===== config.mk =====
export PLATFORM = sky130hd
export DESIGN_NAME = switch_bank_scanner_flat
export DESIGN_NICKNAME = d
export VERILOG_FILES = /design/src/rtl/switch_bank_scanner_pkg.sv /design/src/rtl/switch_bank_scanner_if.sv /design/src/rtl/switch_bank_scanner_rr_pick.sv /design/src/rtl/switch_bank_scanner.sv /design/src/flat_wrapper.sv
export SDC_FILE = /design/constraint.sdc
export NUM_CORES = 1
export LEC_CHECK = 0
export CORE_ASPECT_RATIO = 1.1
export CORE_MARGIN = 10
export CORE_UTILIZATION = 37
export CTS_BUF_LIST = sky130_fd_sc_hd__clkbuf_2 sky130_fd_sc_hd__clkbuf_4 sky130_fd_sc_hd__clkbuf_8
export DETAILED_ROUTE_END_ITERATION = 7
export PLACE_DENSITY = 0.57
export REMOVE_ABC_BUFFERS = 1
export SETUP_SLACK_MARGIN = 0.4
export SLEW_MARGIN = 25
export SYNTH_ARGS = -nofsm -noshare
export SYNTH_HDL_FRONTEND = slang
export SYNTH_SLANG_ARGS = --single-unit

===== constraint.sdc =====
create_clock -name clk -period 3.9 [get_ports clk]
set_input_delay 0.78 -clock clk [delete_from_list [all_inputs] [get_ports clk]]
set_output_delay 0.78 -clock clk [all_outputs]
set_load 0.02 [all_outputs]

===== src/rtl/switch_bank_scanner_pkg.sv =====
// Shared constants and width helpers for the switch bank scanner.
package switch_bank_pkg;

  localparam int unsigned DefaultNSw         = 8;
  localparam int unsigned DefaultTickDiv     = 50000;
  localparam int unsigned DefaultSettleTicks = 20;

  // Event field widths beyond the channel index.
  localparam int unsigned EvLevelW = 1;

  // Index width for a count of n items; never narrower than one bit.
  function automatic int unsigned sw_idx_w(input int unsigned n);
    return (n < 2) ? 1 : $clog2(n);
  endfunction

endpackage


===== src/rtl/switch_bank_scanner_if.sv =====
// Event stream from the scanner to the front-panel command decoder.
interface switch_bank_scanner_if #(
  parameter int unsigned IdxW = 3
) ();

  logic            ev_valid;
  logic            ev_ready;
  logic [IdxW-1:0] ev_index;
  logic            ev_level;
  logic            ev_overrun;
  logic            ovr_clr;

  modport master (
    output ev_valid, ev_index, ev_level, ev_overrun,
    input  ev_ready, ovr_clr
  );

  modport slave (
    input  ev_valid, ev_index, ev_level, ev_overrun,
    output ev_ready, ovr_clr
  );

endinterface


===== src/rtl/switch_bank_scanner_rr_pick.sv =====
// Round-robin pick: first set request at or after start, wrapping past N-1.
module rr_pick import switch_bank_pkg::*; #(
  parameter int unsigned N    = 8,
  parameter int unsigned IdxW = sw_idx_w(N)
) (
  input  logic [N-1:0]    req,
  input  logic [IdxW-1:0] start,
  output logic [IdxW-1:0] grant,
  output logic            any_valid
);

  logic [IdxW:0] pos;
  logic          found;

  // Walk the requests in rotated order and keep the first hit.
  always_comb begin
    grant = '0;
    found = 1'b0;
    pos   = '0;
    for (int unsigned k = 0; k < N; k++) begin
      pos = {1'b0, start} + (IdxW+1)'(k);
      if (pos >= (IdxW+1)'(N)) begin
        pos = pos - (IdxW+1)'(N);
      end
      if (!found && req[pos[IdxW-1:0]]) begin
        found = 1'b1;
        grant = pos[IdxW-1:0];
      end
    end
  end

  assign any_valid = |req;

endmodule


===== src/rtl/switch_bank_scanner.sv =====
// Debounces a bank of switches off one shared tick and serialises the
// committed changes into a single valid/ready event stream.
module switch_bank_scanner import switch_bank_pkg::*; #(
  parameter int unsigned N_SW         = DefaultNSw,
  parameter int unsigned TICK_DIV     = DefaultTickDiv,
  parameter int unsigned SETTLE_TICKS = DefaultSettleTicks
) (
  input  logic                  clk,
  input  logic                  rst,
  input  logic [N_SW-1:0]       sw_in,
  output logic [N_SW-1:0]       sw_state,
  switch_bank_scanner_if.master ev
);

  localparam int unsigned IdxW = sw_idx_w(N_SW);
  localparam int unsigned CntW = sw_idx_w(SETTLE_TICKS);
  localparam int unsigned DivW = sw_idx_w(TICK_DIV);

  logic [N_SW-1:0] sync1_q, sync2_q;
  logic [N_SW-1:0] state_q, state_d;
  logic [N_SW-1:0] pend_q, pend_d;
  logic [N_SW-1:0] commit;
  logic [CntW-1:0] cnt_q [N_SW];
  logic [CntW-1:0] cnt_d [N_SW];
  logic [DivW-1:0] div_q;
  logic            tick;

  logic            ev_valid_q, ev_level_q, ev_overrun_q;
  logic [IdxW-1:0] ev_index_q, rr_ptr_q, rr_ptr_d;
  logic [IdxW-1:0] grant;
  logic            any_pend, hs, load, ovr_set;

  // Two-flop synchroniser on every raw switch input.
  always_ff @(posedge clk) begin
    if (rst) begin
      sync1_q <= '0;
      sync2_q <= '0;
    end else begin
      sync1_q <= sw_in;
      sync2_q <= sync1_q;
    end
  end

  assign tick = (div_q == DivW'(TICK_DIV - 1));

  // Shared sample-tick prescaler.
  always_ff @(posedge clk) begin
    if (rst || tick) begin
      div_q <= '0;
    end else begin
      div_q <= div_q + 1'b1;
    end
  end

  // Settle counters: any agreeing cycle restarts, a tick while disagreeing advances.
  always_comb begin
    state_d = state_q;
    commit  = '0;
    for (int i = 0; i < N_SW; i++) begin
      cnt_d[i] = cnt_q[i];
      if (sync2_q[i] == state_q[i]) begin
        cnt_d[i] = '0;
      end else if (tick) begin
        if (cnt_q[i] == CntW'(SETTLE_TICKS - 1)) begin
          state_d[i] = sync2_q[i];
          cnt_d[i]   = '0;
          commit[i]  = 1'b1;
        end else begin
          cnt_d[i] = cnt_q[i] + 1'b1;
        end
      end
    end
  end

  // Debounced state and settle counter registers.
  always_ff @(posedge clk) begin
    if (rst) begin
      state_q <= '0;
      for (int i = 0; i < N_SW; i++) begin
        cnt_q[i] <= '0;
      end
    end else begin
      state_q <= state_d;
      for (int i = 0; i < N_SW; i++) begin
        cnt_q[i] <= cnt_d[i];
      end
    end
  end

  rr_pick #(
    .N    (N_SW),
    .IdxW (IdxW)
  ) u_rr_pick (
    .req       (pend_q),
    .start     (rr_ptr_q),
    .grant     (grant),
    .any_valid (any_pend)
  );

  // Load/clear decisions for the output register and pending flags.
  always_comb begin
    hs       = ev_valid_q & ev.ev_ready;
    load     = (~ev_valid_q | hs) & any_pend;
    ovr_set  = |(commit & pend_q);
    rr_ptr_d = (grant == IdxW'(N_SW - 1)) ? '0 : grant + 1'b1;
    pend_d   = pend_q;
    if (load) begin
      pend_d[grant] = 1'b0;
    end
    // A commit landing on the channel being loaded keeps it pending.
    pend_d = pend_d | commit;
  end

  // Pending flags, output register, round-robin pointer and sticky overrun.
  always_ff @(posedge clk) begin
    if (rst) begin
      pend_q       <= '0;
      ev_valid_q   <= 1'b0;
      ev_index_q   <= '0;
      ev_level_q   <= 1'b0;
      ev_overrun_q <= 1'b0;
      rr_ptr_q     <= '0;
    end else begin
      pend_q <= pend_d;
      if (load) begin
        ev_valid_q <= 1'b1;
        ev_index_q <= grant;
        ev_level_q <= state_q[grant];
        rr_ptr_q   <= rr_ptr_d;
      end else if (hs) begin
        ev_valid_q <= 1'b0;
      end
      if (ovr_set) begin
        ev_overrun_q <= 1'b1;
      end else if (ev.ovr_clr) begin
        ev_overrun_q <= 1'b0;
      end
    end
  end

  assign sw_state      = state_q;
  assign ev.ev_valid   = ev_valid_q;
  assign ev.ev_index   = ev_index_q;
  assign ev.ev_level   = ev_level_q;
  assign ev.ev_overrun = ev_overrun_q;

endmodule


===== src/flat_wrapper.sv =====
// flat-port wrapper written by rule: the top's interface ports become plain ports
module switch_bank_scanner_flat import switch_bank_pkg::*;
#(
  parameter int unsigned N_SW         = DefaultNSw,
  parameter int unsigned TICK_DIV     = DefaultTickDiv,
  parameter int unsigned SETTLE_TICKS = DefaultSettleTicks
)
  (clk, rst, sw_in, sw_state, ev_ev_valid, ev_ev_index, ev_ev_level, ev_ev_overrun, ev_ev_ready, ev_ovr_clr);
  switch_bank_scanner_if #(.IdxW((sw_idx_w((8))))) ev_i ();
  input  logic clk;
  input  logic rst;
  input  logic [N_SW-1:0] sw_in;
  output logic [N_SW-1:0] sw_state;
  output wire logic [$bits(ev_i.ev_valid)-1:0] ev_ev_valid;
  output wire logic [$bits(ev_i.ev_index)-1:0] ev_ev_index;
  output wire logic [$bits(ev_i.ev_level)-1:0] ev_ev_level;
  output wire logic [$bits(ev_i.ev_overrun)-1:0] ev_ev_overrun;
  input wire logic [$bits(ev_i.ev_ready)-1:0] ev_ev_ready;
  input wire logic [$bits(ev_i.ovr_clr)-1:0] ev_ovr_clr;
  assign ev_ev_valid = ev_i.ev_valid;
  assign ev_ev_index = ev_i.ev_index;
  assign ev_ev_level = ev_i.ev_level;
  assign ev_ev_overrun = ev_i.ev_overrun;
  assign ev_i.ev_ready = ev_ev_ready;
  assign ev_i.ovr_clr = ev_ovr_clr;
  switch_bank_scanner #(.N_SW(N_SW), .TICK_DIV(TICK_DIV), .SETTLE_TICKS(SETTLE_TICKS)) u_core (.clk(clk), .rst(rst), .sw_in(sw_in), .sw_state(sw_state), .ev(ev_i));
endmodule

======== After elaboration in Yosys (flattened, before gate mapping) ========
Memory sizes are Yosys's and may differ from the RTL's.
Cells that the tools add are included.
word-level totals
  register bits ........................... 57
  bits in latches ......................... 0
  bits in writable memories ............... 40
  ROM bits ................................ 0
  memories kept ........................... 1
cells by class
  add/sub/neg operators ................... 25
  multipliers ............................. 0
  divide/modulo/power cells ............... 0
  $lt $le $gt $ge ......................... 18
  equal/unequal tests ..................... 18
  shift operators ......................... 0
  multiplexer cells ....................... 108
  bitwise logic cells ..................... 24
  reductions and logical operators ........ 28
memories
  memory        words  bits a word  read ports  clocked after memory_dff  write ports  line                       text
  u_core.cnt_q  8      5            8           0                         8            switch_bank_scanner.sv:23  logic [CntW-1:0] cnt_q [N_SW];
operators with widths
  kind                     count
  $mux W5                  32
  $mux W3                  17
  $mux W1                  48
  $add A5 B1 Y5 const B    8
  $eq A5 B5 Y1 const B     8
  $lt A3 B4 Y1 const B     9
  $ge A4 B4 Y1 const B     7
  $bmux W1 S3              9
  $reduce_and A3 Y1        8
  $sub A3 B1 Y3 const B    8
  $add A16 B1 Y16 const B  1
  $add A3 B3 Y4 const B    4
  $and A8 B8 Y8            2
  $eq A16 B16 Y1 const B   1
  $reduce_or A8 Y1         2
  $not A1 Y1               9
  $or A1 B1 Y1             9
  $add A3 B2 Y4 const B    2
  $eq A1 B1 Y1             8
  $logic_and A1 B1 Y1      8
  $mux W8                  1
  $not A8 Y8               1
  $or A8 B8 Y8             1
  $logic_not A1 Y1         7
  9 further kinds          11

======== Longest topological paths before layout ========
  depth in word-level cells ............... 34
  mapped depth ............................ 16

======== Hierarchy ========
Synthesis repeated with hierarchy kept, for this count alone.
second synthesis, totals
  cells, all modules ...................... 610
  area total of the unflattened synthesis .. 5322.6 µm²
modules (own cells, without submodules)
  module               instances  cells each  area each (µm²)  sequential area each (µm²)
  switch_bank_scanner  1          516         4435.5           1941.9
  rr_pick              1          94          887.1            0.0

======== Least setup slack after synthesis ========
Ideal clock, no wire load.
  path type ............................... reg-to-reg
  start ................................... register u_core.rr_ptr_q[1]
  end ..................................... register u_core.ev_level_q (netlist: u_core.ev.ev_level)
  library setup time ...................... 0.133 ns
  data arrival time ....................... 3.879 ns
  slack ................................... -0.112 ns
  cell stages (with the launch flop) ...... 16
  buffers on the path ..................... 4
  clock period less this slack ............ 4.012 ns
  cells stage by stage .................... dfxtp_1 -> buf_4 -> buf_1 -> inv_1 -> ha_1 -> buf_2 -> buf_2 -> mux2i_1 -> mux2i_1 -> o221a_2 -> a211o_1 -> a22o_1 -> a22oi_4 -> mux4_2 -> a21oi_1 -> a211oi_2
on the way
  cells in the longest elaborated chain, start to end .. 28
  elaborated cells between the ends (all ways) .. 78
  classes of those cells .................. 15 x add/sub; 8 x order compare; 41 x mux; 14 x reduce/logical
RTL lines
  what                                                    line                               text
  start, declared                                         switch_bank_scanner.sv:29          logic [IdxW-1:0] ev_index_q, rr_ptr_q, rr_ptr_d;
  start signal, assigned                                  switch_bank_scanner.sv:129         rr_ptr_q <= rr_ptr_d;
  branches (longest 25 deep; another with $add A3 B1 Y4)  -
  $mux W3 (*)                                             switch_bank_scanner_rr_pick.sv:25  if (!found && req[pos[IdxW-1:0]]) begin
  $bmux W1 S3 (*)                                         switch_bank_scanner.sv:128         ev_level_q <= state_q[grant];
  $mux W1 (not written as such) (*)                       switch_bank_scanner.sv:128
  end signal, assigned                                    switch_bank_scanner.sv:128
  end, declared                                           switch_bank_scanner.sv:28          logic ev_valid_q, ev_level_q, ev_overrun_q;
Every way passes the cells marked *. The select of a mux whose other input is x is not followed.
A chain may end at the register's enable or synchronous reset.

======== Worst setup path after layout ========
Same ends and word-level chain as after synthesis.

==> impl_metrics.env <==
export IMPL_clock_root_buffer="clkbuf_8"
export IMPL_synth_compound_area_share_pct=10.1
export IMPL_ir_worst_vdd_mv=0.280
export IMPL_place_gp_congestion=0.859
export IMPL_vias=4199
export IMPL_antenna_found_initial=0
export IMPL_crit_path_start="u_core.rr_ptr_q[1]"
export IMPL_grt_max_degree=32
export IMPL_rsz0062_at_grt="yes"
export IMPL_finalCoreUtilization_pct=43.9
export IMPL_wire_per_inst_um=14.9
export IMPL_drive_above_1_share_pct=14.8
export IMPL_synth_edf_count=0
export IMPL_critPathMaxStageDelay_ns=0.55
export IMPL_cp_data_arrival_time_ns=3.61
export IMPL_clkTransAtPathRegs_ns=0.10
export IMPL_worstReg2RegStart="u_core.rr_ptr_q[1]"
export IMPL_synthAdderAreaFrac_pct=2.62
export IMPL_portBuffers=25
export IMPL_reg2reg_to="u_core.ev.ev_level"
export IMPL_yosys_top_cells_area="dfxtp_1 37%, mux4_2 8.1%, nor2_1 7.5%, mux2i_1 5.7%, xnor2_1 4.7%"
export IMPL_yosys_warnings=0
export IMPL_yosysUniqueCellTypes=60
export IMPL_end_kind="register"
export IMPL_met2_usage_pct=19.5
export IMPL_overflow=0
export IMPL_post_place_ws_ns=0.243
export IMPL_synth_top_area_cell="dfxtp_1"
export IMPL_fp_dieW_um=134
export IMPL_dieArea_um2=19400
export IMPL_power_density_nw_per_um2=293
export IMPL_core_area_um2=13900
export IMPL_crit_family="multiplexers"
export IMPL_path_max_fanout=11
export IMPL_maxCapViolations=0
export IMPL_first_iter_violations=214
export IMPL_setup_viol=0
export IMPL_antenna_cells=0
export IMPL_final_antenna_net_count=0
export IMPL_initial_core_util_pct=37.9
export IMPL_netlist_area_leader_share_pct=36.9
export IMPL_final_common_cell="nor2_1"
export IMPL_synth_xor_area_share_pct=9.47
export IMPL_grt_pass1_vias=4022
export IMPL_h_tree_depth=3
export IMPL_firstDrtPassIters=6
export IMPL_p_leak_uw=0.00208
export IMPL_setup_slack_ns=0.542
export IMPL_area_delta_synth_final_pct=15.7
export IMPL_dpl_hpwl_mm=8.32
export IMPL_r2r_slack_ns=0.54
export IMPL_avgViaCountPerCell=5.31
export IMPL_synthCells=575
export IMPL_whs_endpoint="u_core.sync2_q[0]"
export IMPL_clock_tree_buffer_depth=2
export IMPL_hold_start="u_core.sync1_q[0]"
export IMPL_tritoncts="built"
export IMPL_muxShareOfSynthArea_pct=15.1
export IMPL_start_kind="register"
export IMPL_p_total_uw=1780
export IMPL_yosys_area_share_simple_pct=22.3
export IMPL_slowest_stage="mux4_2"
export IMPL_final_cells=791
export IMPL_fin_crit_ns=3.36
export IMPL_rows=45
export IMPL_worst_pin_slew_ns=0.590
export IMPL_skew_ns=0.0141
export IMPL_final_cell_mix="105 x nor2_1, 95 x dfxtp_1, 35 x nand2_1, 28 x xnor2_1, 27 x mux2i_1"
export IMPL_die_y_um=145
export IMPL_dp_cells=766
export IMPL_min_path_cells=1
export IMPL_synth_avg_cell_area_um2=9.14
export IMPL_grt_pass1_wl_mm=19.8
export IMPL_finalHoldViolCount=0
export IMPL_clock_latency_ns=0.36
export IMPL_drc_errors=0
export IMPL_cpMostUsedCell="mux4_2"
export IMPL_period_share_pct=86.1
export IMPL_relSlewSlack_pct=60.6
export IMPL_synth_top_family_by_area="simple AND/OR/NAND/NOR gates"
export IMPL_synth_area_um2=5260
export IMPL_grt_util_met1_pct=15.6
export IMPL_grtUsageMet3_pct=2.10
export IMPL_nNetsFinal=621
export IMPL_ys_seq_area_share_pct=36.9
export IMPL_numCtsBuffers=9
export IMPL_max_freq_ghz=0.298
export IMPL_grtUsageTotal_pct=12.0
export IMPL_crit_type="reg -> reg"
export IMPL_worst_r2r_cell_count=12
export IMPL_ys_flop_type="dfxtp_1"
export IMPL_maxSlewViolCount=0
export IMPL_crit_buf_inv=2
export IMPL_hp_class="reg -> reg"
export IMPL_cp_cell_sequence="inv_2 > ha_4 > buf_6 > mux4_2 > mux2_2 > nand3b_1 > a31o_1 > a22o_1 > a22oi_4 > mux4_2 > a21oi_2 > a211oi_2"
export IMPL_ys_seq_elements=97
export IMPL_status="finished, final reports clean"
export IMPL_wl_mm=11.8
export IMPL_setup_tns_ns=0
export IMPL_ios=26
export IMPL_crit_required_ns=4.15
export IMPL_synthArstFlopShare_pct=0
export IMPL_grt_busiest_layer="met2"
export IMPL_clkSinkCount=97
==> what timing repair did <==
action,in CTS,in global routing
gates resized for setup,7,15
setup buffers,4,5
pin swaps,2,8
cloned,0,0
endpoints found under the setup margin,2,11
hold buffers,0,0
==> cells by family after synthesis <==
family | Yosys count
xor+xnor | 56
fa+ha+maj | 11
flops | 97
mux | 55
compound gates | 72
buf+inv | 45
simple gates | 239
==> area by class of cell <==
type	count	area (um2)
repair buffers	45	407
flip-flops and latches	97	1940
fillers	1399	7770
clock inverters	4	76.3
clock buffers	12	153
inverters	12	45.0
multi-input cells	433	3220
well taps	188	235
==> worst register-to-register path: cells and delay by family (launching register included) <==
family	cells	cell delay (ns)
fa+ha+maj	1	0.31
simple gates	1	0.16
flops	1	0.35
mux	3	1.21
buf+inv	2	0.24
compound gates	5	0.97
==> layer usage <==
layer / vias up / share of wire (%)
met5: - / 0
met4: 0 / 1.6
met3: 15 / 3.5
met2: 78 / 48
met1: 2045 / 47
li1: 2061 / -
==> Yosys cell counts (all sizes together), types with 4 or more instances <==
cell	number
nand3	12
and3	6
a21o	4
dfxtp	97
nor3	4
mux2i	30
nand2b	9
clkbuf	19
a21oi	16
nor2	106
ha	11
nand2	35
buf	14
a21boi	4
nand4	19
mux2	6
xnor2	28
a311oi	4
a211oi	6
xor2	28
inv	12
nor2b	23
or3	4
mux4	19
o21ai	11
==> flip-flops by register name, indices dropped and copies added (netlist names) <==
signal / count
u_core.rr_ptr_q: 3
u_core.div_q: 16
u_core.sw_state: 8
u_core.sync1_q: 8
u_core.pend_q: 8
u_core.cnt_q: 40
u_core.ev.ev_valid: 1
u_core.ev.ev_index: 3
u_core.ev.ev_overrun: 1
u_core.ev.ev_level: 1
u_core.sync2_q: 8
==> worst max path at each step <==
stage,endpoint,cells after the start
2_1_floorplan,u_core.ev.ev_level,11
3_3_place_gp,u_core.ev.ev_level,12
3_5_place_dp,u_core.ev.ev_level,12
4_1_cts,u_core.ev.ev_level,11
5_1_grt,u_core.ev.ev_level,11
6_report,u_core.ev.ev_level,12
==> report_power, final <==
part	leakage, uW	switching [uW]	internal [uW]
combinational	0.00118	20.5	20.5
clock	0.000114	339	395
sequential	0.000786	4.65	1000
total	0.00208	365	1410
==> per-stage QoR <==
| step | hold slack, ns | instance area (um2) |
|---|---|---|
| after floorplan | 0.413 | 5120 |
| after global placement | 0.420 | 5680 |
| after detailed placement | 0.425 | 5680 |
| after CTS | 0.446 | 5970 |
| after global routing | 0.455 | 6080 |
| final | 0.445 | 6080 |
Power figures use the tool's default switching activity.
